File: src/rtl/rc4_pkg.sv
// rc4_pkg: state encoding, watchdog limit and requester indices shared by the
// RC4 frame scheduler and its arbiter.
package rc4_pkg;

    typedef enum logic [2:0] {
        ST_IDLE   = 3'd0,
        ST_ARB    = 3'd1,
        ST_KEY    = 3'd2,
        ST_KSA    = 3'd3,
        ST_STREAM = 3'd4,
        ST_DRAIN  = 3'd5,
        ST_DONE   = 3'd6
    } state_t;

    localparam int   KSA_TIMEOUT = 1023;
    localparam logic REQ_ENC     = 1'b0;
    localparam logic REQ_DEC     = 1'b1;

    function automatic logic [1:0] idx_onehot(input logic idx);
        return idx ? 2'b10 : 2'b01;
    endfunction

endpackage

File: src/rtl/rc4_sched_if.sv
// rc4_sched_if: requester-side bus of the scheduler (requests, grants, byte
// stream in, result stream out). master = requesters, slave = scheduler.
interface rc4_sched_if #(
    parameter int FRAME_W = 8
) ();

    logic [1:0]         req;
    logic [FRAME_W-1:0] len_m1_0;
    logic [FRAME_W-1:0] len_m1_1;
    logic [1:0]         gnt;
    logic               s_valid;
    logic [7:0]         s_data;
    logic               s_ready;
    logic               m_valid;
    logic [7:0]         m_data;
    logic               m_sel;
    logic               frame_done;
    logic               err;

    modport master (
        output req, len_m1_0, len_m1_1, s_valid, s_data,
        input  gnt, s_ready, m_valid, m_data, m_sel, frame_done, err
    );

    modport slave (
        input  req, len_m1_0, len_m1_1, s_valid, s_data,
        output gnt, s_ready, m_valid, m_data, m_sel, frame_done, err
    );

endinterface

File: src/rtl/rc4_rr_arb.sv
// rc4_rr_arb: two-way round-robin arbiter; the pointer names the requester
// that wins a tie and moves away from the served one on each done strobe.
module rc4_rr_arb
    import rc4_pkg::*;
(
    input  logic       clk,
    input  logic       rst,
    input  logic [1:0] req,
    input  logic       done,
    input  logic       served,
    output logic       winner
);

    logic ptr_reg;

    always_ff @(posedge clk or negedge rst) begin
        if (!rst) begin
            ptr_reg <= REQ_ENC;
        end else if (done) begin
            ptr_reg <= ~served;
        end
    end

    always_comb begin
        winner = ptr_reg;
        if (req == 2'b01) begin
            winner = REQ_ENC;
        end else if (req == 2'b10) begin
            winner = REQ_DEC;
        end
    end

endmodule

File: src/rtl/rc4_sched.sv
// rc4_sched: shares one RC4 core between encrypt/decrypt requesters, one frame
// at a time. Define RC4_SCHED_KSA_TIMEOUT_EN to enable the KSA watchdog.
module rc4_sched
    import rc4_pkg::*;
#(
    parameter int KEY_LEN  = 16,
    parameter int FRAME_W  = 8,
    parameter int CORE_LAT = 1
) (
    input  logic       clk,
    input  logic       rst,
    rc4_sched_if.slave bus,
    output logic [7:0] key_addr,
    input  logic [7:0] key_byte,
    output logic [7:0] core_password,
    output logic       core_key_valid,
    output logic       core_restart,
    input  logic       core_init_done,
    output logic       core_valid,
    output logic [7:0] core_data_in,
    input  logic [7:0] core_data_out
);

    localparam int         CNT_W    = FRAME_W + 1;
    localparam logic [7:0] KEY_LAST = 8'(KEY_LEN - 1);
    localparam logic [1:0] LAT_LAST = 2'(CORE_LAT - 1);

    state_t             state_reg, state_next;
    logic               sel_reg;
    logic [CNT_W-1:0]   len_reg;
    logic [CNT_W-1:0]   cnt_reg;
    logic [7:0]         key_cnt_reg;
    logic [1:0]         lat_cnt_reg;
    logic [CNT_W-1:0]   cnt_inc;
    logic [FRAME_W-1:0] len_m1_sel;
    logic               arb_winner;
    logic               accept;
    logic               ksa_timeout;
    logic               frame_ok;
    logic               in_frame;
    logic [CORE_LAT:0]  mv_chain;

    rc4_rr_arb u_arb (
        .clk    (clk),
        .rst    (rst),
        .req    (bus.req),
        .done   (state_reg == ST_DONE),
        .served (sel_reg),
        .winner (arb_winner)
    );

    assign cnt_inc    = cnt_reg + CNT_W'(1);
    assign len_m1_sel = sel_reg ? bus.len_m1_1 : bus.len_m1_0;
    assign accept     = (state_reg == ST_STREAM) && (cnt_reg < len_reg) && bus.s_valid;

`ifdef RC4_SCHED_KSA_TIMEOUT_EN
    logic [9:0] wd_reg;
    logic       abort_reg;

    assign ksa_timeout = (state_reg == ST_KSA) && !core_init_done
                         && (wd_reg == 10'(KSA_TIMEOUT - 1));
    assign frame_ok    = !abort_reg;

    // Watchdog runs only while waiting in KSA; abort suppresses frame_done.
    always_ff @(posedge clk or negedge rst) begin
        if (!rst) begin
            wd_reg    <= '0;
            abort_reg <= 1'b0;
        end else begin
            wd_reg <= (state_reg == ST_KSA) ? wd_reg + 10'd1 : 10'd0;
            if (state_reg == ST_ARB) begin
                abort_reg <= 1'b0;
            end else if (ksa_timeout) begin
                abort_reg <= 1'b1;
            end
        end
    end
`else
    assign ksa_timeout = 1'b0;
    assign frame_ok    = 1'b1;
`endif

    always_ff @(posedge clk or negedge rst) begin
        if (!rst) begin
            state_reg <= ST_IDLE;
        end else begin
            state_reg <= state_next;
        end
    end

    always_comb begin
        state_next = state_reg;
        case (state_reg)
            ST_IDLE:   if (|bus.req) state_next = ST_ARB;
            ST_ARB:    state_next = ST_KEY;
            ST_KEY:    if (key_cnt_reg == KEY_LAST) state_next = ST_KSA;
            ST_KSA: begin
                if (ksa_timeout) begin
                    state_next = ST_DONE;
                end else if (core_init_done) begin
                    state_next = ST_STREAM;
                end
            end
            ST_STREAM: if (accept && (cnt_inc == len_reg)) state_next = ST_DRAIN;
            ST_DRAIN:  if (lat_cnt_reg == LAT_LAST) state_next = ST_DONE;
            ST_DONE:   state_next = ST_IDLE;
            default:   state_next = ST_IDLE;
        endcase
    end

    // Owner is chosen on leaving IDLE; length is captured one cycle later in ARB.
    always_ff @(posedge clk or negedge rst) begin
        if (!rst) begin
            sel_reg     <= 1'b0;
            len_reg     <= '0;
            cnt_reg     <= '0;
            key_cnt_reg <= '0;
            lat_cnt_reg <= '0;
        end else begin
            case (state_reg)
                ST_IDLE: if (|bus.req) sel_reg <= arb_winner;
                ST_ARB: begin
                    len_reg     <= {1'b0, len_m1_sel} + CNT_W'(1);
                    cnt_reg     <= '0;
                    key_cnt_reg <= '0;
                end
                ST_KEY: key_cnt_reg <= key_cnt_reg + 8'd1;
                ST_STREAM: begin
                    lat_cnt_reg <= '0;
                    if (accept) cnt_reg <= cnt_inc;
                end
                ST_DRAIN: lat_cnt_reg <= lat_cnt_reg + 2'd1;
                default: ;
            endcase
        end
    end

    assign mv_chain[0] = core_valid;

    for (genvar gi = 0; gi < CORE_LAT; gi++) begin : g_lat
        logic stage_reg;
        always_ff @(posedge clk or negedge rst) begin
            if (!rst) begin
                stage_reg <= 1'b0;
            end else begin
                stage_reg <= mv_chain[gi];
            end
        end
        assign mv_chain[gi+1] = stage_reg;
    end

    always_comb begin
        in_frame       = (state_reg == ST_ARB) || (state_reg == ST_KEY) || (state_reg == ST_KSA)
                         || (state_reg == ST_STREAM) || (state_reg == ST_DRAIN);
        bus.gnt        = in_frame ? idx_onehot(sel_reg) : 2'b00;
        bus.s_ready    = (state_reg == ST_STREAM) && (cnt_reg < len_reg);
        bus.m_valid    = mv_chain[CORE_LAT];
        bus.m_data     = mv_chain[CORE_LAT] ? core_data_out : 8'h00;
        bus.m_sel      = sel_reg;
        bus.frame_done = (state_reg == ST_DONE) && frame_ok;
        bus.err        = ksa_timeout;
        key_addr       = (state_reg == ST_KEY) ? key_cnt_reg : 8'h00;
        core_password  = (state_reg == ST_KEY) ? key_byte : 8'h00;
        core_key_valid = (state_reg == ST_KEY);
        core_restart   = (state_reg == ST_ARB) || ksa_timeout;
        core_valid     = accept;
        core_data_in   = accept ? bus.s_data : 8'h00;
    end

endmodule

File: src/flat_wrapper.sv
// flat-port wrapper written by rule: the top's interface ports become plain ports
module rc4_sched_flat import rc4_pkg::*;
#(
    parameter int KEY_LEN  = 16,
    parameter int FRAME_W  = 8,
    parameter int CORE_LAT = 1
)
  (clk, rst, key_addr, key_byte, core_password, core_key_valid, core_restart, core_init_done, core_valid, core_data_in, core_data_out, bus_req, bus_len_m1_0, bus_len_m1_1, bus_s_valid, bus_s_data, bus_gnt, bus_s_ready, bus_m_valid, bus_m_data, bus_m_sel, bus_frame_done, bus_err);
  rc4_sched_if #(.FRAME_W(FRAME_W)) bus_i ();
  input  logic clk;
  input  logic rst;
  output logic [7:0] key_addr;
  input  logic [7:0] key_byte;
  output logic [7:0] core_password;
  output logic core_key_valid;
  output logic core_restart;
  input  logic core_init_done;
  output logic core_valid;
  output logic [7:0] core_data_in;
  input  logic [7:0] core_data_out;
  input wire logic [$bits(bus_i.req)-1:0] bus_req;
  input wire logic [$bits(bus_i.len_m1_0)-1:0] bus_len_m1_0;
  input wire logic [$bits(bus_i.len_m1_1)-1:0] bus_len_m1_1;
  input wire logic [$bits(bus_i.s_valid)-1:0] bus_s_valid;
  input wire logic [$bits(bus_i.s_data)-1:0] bus_s_data;
  output wire logic [$bits(bus_i.gnt)-1:0] bus_gnt;
  output wire logic [$bits(bus_i.s_ready)-1:0] bus_s_ready;
  output wire logic [$bits(bus_i.m_valid)-1:0] bus_m_valid;
  output wire logic [$bits(bus_i.m_data)-1:0] bus_m_data;
  output wire logic [$bits(bus_i.m_sel)-1:0] bus_m_sel;
  output wire logic [$bits(bus_i.frame_done)-1:0] bus_frame_done;
  output wire logic [$bits(bus_i.err)-1:0] bus_err;
  assign bus_i.req = bus_req;
  assign bus_i.len_m1_0 = bus_len_m1_0;
  assign bus_i.len_m1_1 = bus_len_m1_1;
  assign bus_i.s_valid = bus_s_valid;
  assign bus_i.s_data = bus_s_data;
  assign bus_gnt = bus_i.gnt;
  assign bus_s_ready = bus_i.s_ready;
  assign bus_m_valid = bus_i.m_valid;
  assign bus_m_data = bus_i.m_data;
  assign bus_m_sel = bus_i.m_sel;
  assign bus_frame_done = bus_i.frame_done;
  assign bus_err = bus_i.err;
  rc4_sched #(.KEY_LEN(KEY_LEN), .FRAME_W(FRAME_W), .CORE_LAT(CORE_LAT)) u_core (.clk(clk), .rst(rst), .bus(bus_i), .key_addr(key_addr), .key_byte(key_byte), .core_password(core_password), .core_key_valid(core_key_valid), .core_restart(core_restart), .core_init_done(core_init_done), .core_valid(core_valid), .core_data_in(core_data_in), .core_data_out(core_data_out));
endmodule
File: config.mk
export PLATFORM = sky130hd
export DESIGN_NAME = rc4_sched_flat
export DESIGN_NICKNAME = d
export VERILOG_FILES = /design/src/rtl/rc4_pkg.sv /design/src/rtl/rc4_sched_if.sv /design/src/rtl/rc4_rr_arb.sv /design/src/rtl/rc4_sched.sv /design/src/flat_wrapper.sv
export SDC_FILE = /design/constraint.sdc
export NUM_CORES = 1
export LEC_CHECK = 0
export CAP_MARGIN = 10
export CORE_MARGIN = 1.5
export CORE_UTILIZATION = 50
export DETAILED_ROUTE_END_ITERATION = 16
export PLACE_DENSITY = 0.86
export SLEW_MARGIN = 20
export SYNTH_ARGS = -nofsm -noshare
export SYNTH_HDL_FRONTEND = slang
export SYNTH_SLANG_ARGS = --single-unit
File: constraint.sdc
create_clock -name clk -period 4.15 [get_ports clk]
set_input_delay 1.0375 -clock clk [delete_from_list [all_inputs] [get_ports clk]]
set_output_delay 1.0375 -clock clk [all_outputs]
set_load 0.02 [all_outputs]
==> metrics.txt <==
die width=74.9 µm; PD cells=540 nW/µm²; post-CTS resize count=0; Ys Warns=0; Die Area=5600 µm²; Sequential Power Share=0.293; clk_skew=0.00327 ns; post-synthesis instance area=2580 µm²; clk buf depth=2; Routed wire per std cell=14.2 µm; flop-to-flop setup slack=1.88 ns; Clock Sinks=34; Rows=25; Avg Inst Size Synth=8.35 µm²; Starting Density=0.532; Tot GR Track Use=0.250; Die Y=74.9 µm; Synth area leader=dfrtp_1; min-delay worst type=reg2reg; final WL=6500 µm; final slew viol count=0; Slew HR=0.563; n_diodes=0; RSZ-0062 raised after global routing=false; Final Hold Vio Count=0; P&R area growth vs syn=39.6%; post-synthesis mux area share=0.0325; DR pass1 iterations=4; Psw=0.824 mW; Synth top cells by count=34 x dfrtp_1, 34 x nand2_1, 31 x and3_1; XOR/XNOR share of the synthesized area=0.0611; MaxCap Viol Count=0; antenna viol nets, final=0; Place WS=0.445 ns; GR Layer Usage met2=0.408; first-pass GRT wire length=10800 µm; worst hold slack=0.483 ns; CTS tree=built; total gr overflow=0; crit path max fanout=16; Initial DRC Count=176; Register Area=851 µm²; count of cell types in the netlist=50; syn_nets=368; Clk pwr share=0.159; RePlAce Congestion=0.958; Post-synth top flop=dfrtp_1; clk slew on worst S/H paths=0.07 ns; final setup margin=0.395 ns; cell at the slowest stage of the critical path=clkdlybuf4s50_1; Worst setup EP type=primary output; Post-CTS Setup Inserts=0; Peak Freq=266 MHz; drc violations=0; Via Count=2571; status=completed; crit path cell chain=ha_1 -> a22o_1 -> o41ai_4 -> buf_4 -> and2_2 -> clkdlybuf4s50_1; Worst IR Drop VDD=340 µV; Post-CTS Hold Buffers=0; WP data required=3.11 ns; largest net degree at the start of global routing=35; Tcrit/Tclk final=0.905; GR Util met3=0.0455; # port buffers=86; DP HPWL=5020 µm; Comb pwr share=0.548; ys async rst share=1.00; post-synthesis sequential area ratio=0.330; number of fill cells=366; largest family of logic cells by synthesized area=simple AND/OR/NAND/NOR gates; Setup TNS=0 ns; Synth Instances=309; Setup violations, final=0; clk_lat worst skew=0.29 ns; largest cells by area after synthesis=dfrtp_1 33%, and3_1 7.5%, ha_1 6.3%; vias in the first global route=2400; met1 usage=0.328; CTS H-Tree Depth=2; WP data arrival=2.72 ns; post-DR vias/cell=5.63; P_int=1.12 mW; initial antenna violation count=0; slowest stage delay, CP=0.60 ns; leak pwr=1.63 nW; cts bufs inserted=5; # nets final=449; WS Path Type=reg2out; number of flops mapped to enable cells by yosys=0; root buf cell=clkbuf_8; number of I/O pins=88; Compound-Gate Fraction of Synth Area=0.197; switch share=0.423; layout cells sized above 1=0.0821; Post-Synth Adder-Cell Area=0.0630; #FFs+latches synth=34; grt peak-use layer=met2; clock period minus worst slack=3.76 ns; area share of the largest cell type after synthesis=0.330; Synth Area in Simple Gates=0.256; multi-input logic area=1580 µm²; core area=4850 µm²; Worst Setup Start Kind=flop; Worst Max-Slew Pin Slew=0.656 ns
critical path: cells and delay by family (launching register included):
kind | cells | cell delay, ns
buf+inv | 2 | 0.84
compound gates | 2 | 0.56
flops | 1 | 0.48
fa+ha+maj | 1 | 0.35
simple gates | 1 | 0.20
layout by cell type, fill, tap and decap left out, types with 10 or more instances in the layout:
cell             Yosys  routed
nor2_1              13      13
and3_1              31      31
clkdlybuf4s50_1      0      86
o21ai_0             28      28
dfrtp_1             34      34
ha_1                13      13
xnor2_1             10      10
a31oi_1             14      14
nand2_1             34      34
inv_1               15      15
layout make-up:
class,instances,share of cell area
Clock inverter,1,0.00833
Multi-Input combinational cell,240,0.438
Inverter,15,0.0156
Clock buffer,6,0.0229
Tap cell,67,0.0233
Timing Repair Buffer,94,0.256
Sequential cell,34,0.236
worst paths after layout:
check	end	cells after the start	startpoint
min	u_core.lat_cnt_reg[0]	2	u_core.lat_cnt_reg[0]
max in group asynchronous	u_core.cnt_reg[6]	2	rst
min in group asynchronous	u_core.len_reg[0]	2	rst
max reg2reg	u_core.cnt_reg[6]	7	u_core.len_reg[8]
min reg2reg	u_core.lat_cnt_reg[0]	2	u_core.lat_cnt_reg[0]
max	core_valid	6	u_core.cnt_reg[6]
power groups by stage:
stage / clock network, mW / registers (mW) / logic [mW]
final: 0.309 / 0.570 / 1.07
after CTS: 0.315 / 0.568 / 1.07
after global placement: 0 / 0.571 / 1.03
after global routing: 0.330 / 0.589 / 1.19
after detailed placement: 0 / 0.575 / 1.06
after floorplan: 0 / 0.498 / 0.755
layer usage:
layer  share of wire  vias up
met5               0        -
met4           0.023        0
met3           0.040       16
met2            0.48       58
met1            0.45     1228
li1                -     1269
cells by family after synthesis:
group / Yosys count
compound gates: 76
xor+xnor: 18
fa+ha+maj: 13
buf+inv: 35
flops: 34
mux: 8
other cells: 1
simple gates: 124
metrics by stage:
stage	cell area [µm²]	std cells	power [mW]	util
after floorplan	2580	309	1.25	-
after global placement	3490	450	1.60	0.720
after detailed placement	3490	450	1.64	0.720
after CTS	3600	457	1.95	0.743
after global routing	3600	457	2.10	0.743
final	3600	457	1.95	0.743
Power figures use the tool's default switching activity.
